===== config.mk =====
export PLATFORM = sky130hd
export DESIGN_NAME = rll_key_loader
export DESIGN_NICKNAME = d
export VERILOG_FILES = /design/src/rtl/rll_key_loader.sv
export SDC_FILE = /design/constraint.sdc
export NUM_CORES = 1
export LEC_CHECK = 0
export CAP_MARGIN = 20
export CORE_MARGIN = 3
export CORE_UTILIZATION = 48
export CTS_CLUSTER_DIAMETER = 40
export DETAILED_ROUTE_END_ITERATION = 10
export PLACE_DENSITY_LB_ADDON = 0.3
export SLEW_MARGIN = 10
export SYNTH_ARGS = -nofsm -noshare
export SYNTH_HDL_FRONTEND = slang
export SYNTH_SLANG_ARGS = --single-unit

===== constraint.sdc =====
create_clock -name clk -period 1.23 [get_ports clk]
set_input_delay 0.369 -clock clk [delete_from_list [all_inputs] [get_ports clk]]
set_output_delay 0.369 -clock clk [all_outputs]
set_load 0.05 [all_outputs]

===== src/rtl/rll_key_loader.sv =====
// rll_key_loader: serial key loader with atomic commit and per-net XOR/XNOR key gates.
// Shadow key is filled CHUNK_W bits per beat, LSB chunk first. It is copied into the
// active key in a single COMMIT cycle. net_out is the registered, key-gated net_in.
// Optional feature macro: RLL_KEY_PARITY_EN (key_par / key_err parity check on commit).
module rll_key_loader #(
   parameter int unsigned      KEY_W     = 16,
   parameter int unsigned      CHUNK_W   = 4,
   parameter logic [KEY_W-1:0] XNOR_MASK = '0,
   parameter logic [KEY_W-1:0] NOT_MASK  = '0
) (
   input  logic               clk,
   input  logic               rst_n,
   input  logic               key_clear,
   input  logic               key_valid,
   output logic               key_ready,
   input  logic [CHUNK_W-1:0] key_data,
   output logic               key_loaded,
`ifdef RLL_KEY_PARITY_EN
   input  logic               key_par,
   output logic               key_err,
`endif
   input  logic [KEY_W-1:0]   net_in,
   output logic [KEY_W-1:0]   net_out
);

   localparam int unsigned      BEATS     = KEY_W / CHUNK_W;
   localparam int unsigned      BW        = (BEATS > 1) ? $clog2(BEATS) : 1;
   localparam logic [BW-1:0]    LAST_BEAT = BW'(BEATS - 1);
   // Both masks only ever flip the gate output, so they fold into one constant.
   localparam logic [KEY_W-1:0] GATE_MASK = XNOR_MASK ^ NOT_MASK;

   typedef enum logic [1:0] {
      ST_IDLE   = 2'd0,
      ST_LOAD   = 2'd1,
      ST_COMMIT = 2'd2
   } state_e;

   state_e           state_q, state_d;
   logic [KEY_W-1:0] shadow_q, shadow_d;
   logic [KEY_W-1:0] active_q, active_d;
   logic [KEY_W-1:0] net_q, net_d;
   logic [BW-1:0]    beat_q, beat_d;
   logic             ready_q, ready_d;
   logic             loaded_q, loaded_d;
   logic             beat_fire_c;
`ifdef RLL_KEY_PARITY_EN
   logic             err_q, err_d;
`endif

   // State and datapath registers; reset wipes every key bit.
   always_ff @(posedge clk or negedge rst_n) begin
      if (!rst_n) begin
         state_q  <= ST_IDLE;
         shadow_q <= '0;
         active_q <= '0;
         net_q    <= '0;
         beat_q   <= '0;
         ready_q  <= 1'b0;
         loaded_q <= 1'b0;
`ifdef RLL_KEY_PARITY_EN
         err_q    <= 1'b0;
`endif
      end else begin
         state_q  <= state_d;
         shadow_q <= shadow_d;
         active_q <= active_d;
         net_q    <= net_d;
         beat_q   <= beat_d;
         ready_q  <= ready_d;
         loaded_q <= loaded_d;
`ifdef RLL_KEY_PARITY_EN
         err_q    <= err_d;
`endif
      end
   end

   // Next-state: beat capture, commit, clear priority, key gating.
   always_comb begin
      state_d     = state_q;
      shadow_d    = shadow_q;
      active_d    = active_q;
      beat_d      = beat_q;
      loaded_d    = loaded_q;
`ifdef RLL_KEY_PARITY_EN
      err_d       = err_q;
`endif
      net_d       = net_in ^ active_q ^ GATE_MASK;
      beat_fire_c = key_valid & ready_q;

      if (key_clear) begin
         // Clear wins over any beat arriving in the same cycle.
         state_d  = ST_IDLE;
         shadow_d = '0;
         active_d = '0;
         beat_d   = '0;
         loaded_d = 1'b0;
`ifdef RLL_KEY_PARITY_EN
         err_d    = 1'b0;
`endif
      end else begin
         case (state_q)
            ST_IDLE, ST_LOAD: begin
               if (beat_fire_c) begin
                  for (int k = 0; k < int'(BEATS); k++) begin
                     if (beat_q == BW'(k)) shadow_d[k*CHUNK_W +: CHUNK_W] = key_data;
                  end
                  if (beat_q == LAST_BEAT) begin
                     beat_d = '0;
`ifdef RLL_KEY_PARITY_EN
                     if (key_par == ^shadow_d) begin
                        state_d = ST_COMMIT;
                     end else begin
                        state_d  = ST_IDLE;
                        shadow_d = '0;
                        err_d    = 1'b1;
                     end
`else
                     state_d = ST_COMMIT;
`endif
                  end else begin
                     beat_d  = beat_q + BW'(1);
                     state_d = ST_LOAD;
                  end
               end
            end
            ST_COMMIT: begin
               active_d = shadow_q;
               loaded_d = 1'b1;
`ifdef RLL_KEY_PARITY_EN
               err_d    = 1'b0;
`endif
               state_d  = ST_IDLE;
            end
            default: begin
               state_d = ST_IDLE;
            end
         endcase
      end

      // Loader stalls for exactly the COMMIT cycle.
      ready_d = (state_d != ST_COMMIT);
   end

   assign key_ready  = ready_q;
   assign key_loaded = loaded_q;
   assign net_out    = net_q;
`ifdef RLL_KEY_PARITY_EN
   assign key_err    = err_q;
`endif

endmodule


==> results_dict.tcl <==
set metrics [dict create \
    clockRootBuffer "clkbuf_8" \
    path_cells "buf_12" \
    synth_top_area_share_pct 52.9 \
    synth_edf_count 0 \
    cts_buffer_depth 2 \
    die_w_microns 78.9 \
    relSlewSlack_pct 80.8 \
    synthTopCellsByCount "54 x dfrtp_1, 22 x nand2b_1, 18 x inv_1, 17 x mux2i_1" \
    path_buf_inv 1 \
    dp_hpwl_microns 3070 \
    drc_errors 0 \
    start_util_pct 51.6 \
    clockPowerShare_pct 31.8 \
    p_int_uw 2760 \
    grt.total_usage_pct 15.7 \
    avgSynthCellArea_sq_um 13.3 \
    clk_latency_ns 0.30 \
    cp_max_fo 2 \
    viasPerCell 4.87 \
    cts_tree "done" \
    seq_area_sq_mm 0.00136 \
    htreeDepth 2 \
    finalSetupViolations 7 \
    first_pass_iters 4 \
    synthFlopType "dfrtp_1" \
    yosys_warnings 0 \
    holdWs_ns 0.0463 \
    critical_path_class "reg -> out" \
    ys_ff_latch 54 \
    min_period_ns 1.27 \
    routedWlPerCell_microns 13.9 \
    violations "setup timing" \
    hold_class "in -> async" \
    first_global_vias 1524 \
    synthCells 192 \
    pin_count 42 \
    critical_path_required_ns 0.86 \
    slew_viol_final 0 \
    final_util_pct 69.3 \
    max_cap_viol_count 0 \
    rsz0062_at_grt "yes" \
    die_h_microns 78.9 \
    n_antenna_cell 0 \
    power.net_switching_uw 875 \
    crit_path_max_incr_delay_ns 0.45 \
    yosysSeqAreaShare_pct 52.9 \
    finalSetupTns_ns -0.0657 \
    fin_nets 273 \
    synth.most_common_cell "dfrtp_1" \
    std_cell_rows 25 \
    cts_hold_buf 0 \
    fin_skew_ns 0.00707 \
    clk_pin_slew_ns 0.09 \
    drive_gt1_share_pct 29.7 \
    num_vias 1524 \
    r2r_start "key_ready$_DFF_PN0_" \
    tightest_slew_ns 0.287 \
    antenna_found_initial 0 \
    cpLargestDelayFamily "flip-flops" \
    worst_setup_path_end_kind "output port" \
    fillers 381 \
    netSwitchingFraction_pct 24.1 \
    hold_viol 0 \
    synth_cell_types 26 \
    yosys-top-cells-area "dfrtp_1 53%, nand4bb_1 7.1%, mux2i_1 6.7%" \
    worstSetupStartpoint "key_ready$_DFF_PN0_" \
    synthesis.area_sq_mm 0.00255 \
    cts.sinks 54 \
    globalplace.congestion 0.751 \
    multiInputGateArea_sq_mm 0.00105 \
    crit_arrival_ns 0.90 \
    core_sq_mm 0.00494 \
    grt_overflow 0 \
    status "finished with violations" \
    critPathSlowestCell "dfrtp_2" \
    cts_inserted_buffers 5 \
    p_seq_share_pct 51.7 \
    start_kind "flip-flop" \
    ys_async_sr_fraction_pct 100 \
    grt_first_pass_wirelength_microns 7620 \
    grt_max_degree 55 \
    leakage_uw 0.00159 \
    power.share.combinational_pct 16.5 \
    power_density_mw_per_mm2 1060 \
    ant_nets 0 \
    worst_slack_ns -0.0377 \
    area_growth_pct 34.2 \
    ir_drop_mv 0.580 \
    max_freq_mhz 789 \
    place_area_sq_mm 0.00324 \
    drtIter0Drc 108 \
    synth_nets 220 \
    synth.largest_area_cell "dfrtp_1" \
    routed_wirelength_microns 4340 \
    timing.final.crit_share_pct 103 \
    port_buffers 41 \
    final_area_sq_mm 0.00342 \
    die_area_sq_mm 0.00623 \
]
[metal layers]
metal	vias to the layer above	track usage, %	share of wire [%]
li1	753	-	-
met2	29	23.9	48
met5	-	0	0
met3	7	4.31	4.3
met4	0	4.47	1.1
met1	735	22.0	47
[path summary, 6_finish.rpt]
path | cells past startpoint | slack (ns) | endpoint
worst max-delay path | 1 | -0.04 | key_ready
worst min register to register | 1 | 0.46 | net_out[8]$_DFF_PN0_
worst min-delay path | 2 | 0.05 | active_q[4]$_DFFE_PN0P_
max in group asynchronous | 2 | 0.92 | state_q[1]$_DFF_PN0_
min in group clk | 2 | 0.35 | active_q[4]$_DFFE_PN0P_
worst max register to register | 3 | 0 | beat_q[0]$_DFFE_PN0P_
[metrics by stage]
step           std cells  setup slack [ns]  power (uW)
6_report             313           -0.0377        3640
5_1_grt              313           -0.0735        3800
4_1_cts              312           -0.0505        3660
3_5_place_dp         300            -0.359        2490
3_3_place_gp         300            -0.338        2480
2_1_floorplan        192           -0.0783        2190
[power groups by stage]
stage / Sequential [uW] / Combinational, uW / Clock (uW)
global route: 1890 / 645 / 1270
CTS: 1880 / 600 / 1180
floorplan: 2000 / 196 / 0
detailed placement: 1920 / 576 / 0
global placement: 1910 / 567 / 0
finish: 1880 / 601 / 1160
[cell usage in the layout (no fill, tap or decap), drive strengths merged]
cell type	count
a21oi	1
and3	1
and3b	1
and4b	1
buf	39
bufinv	1
clkbuf	7
clkdlybuf4s50	20
dfrtp	54
dlygate4sd2	1
ha	4
inv	18
mux2	1
mux2i	17
nand2b	22
nand4b	3
nand4bb	16
nor2	1
nor2b	2
nor3	1
nor4	1
o21ba	1
o31ai	16
or2	1
xor2	16
[layout make-up]
cell class	count	share of cell area [%]
Timing Repair Buffer	60	22.3
Clock buffer	7	2.23
Multi-Input combinational cell	106	30.6
Clock inverter	1	0.877
Tap cell	67	2.45
Inverter	18	1.97
Sequential cell	54	39.6
[cell families after synthesis]
| logic type | after synthesis | synth area share [%] |
|---|---|---|
| mux | 18 | 7.25 |
| flops | 54 | 52.9 |
| fa+ha+maj | 4 | 1.96 |
| buf+inv | 32 | 7.21 |
| simple gates | 50 | 17.9 |
| compound gates | 18 | 7.25 |
| xor+xnor | 16 | 5.49 |
[sequential cells by signal, summed over array words and instances, names as in the netlist]
name / cells
active_q: 16
beat_q: 2
key_loaded: 1
key_ready: 1
net_out: 16
shadow_q: 16
state_q: 2
[what timing repair did]
| action | 4_1_cts | 5_1_grt |
|---|---|---|
| endpoints found under the setup margin | 24 | 35 |
| pin swaps | 1 | 2 |
| gates resized for setup | 9 | 4 |
| buffers inserted | 4 | 1 |
Power figures use the tool's default switching activity.
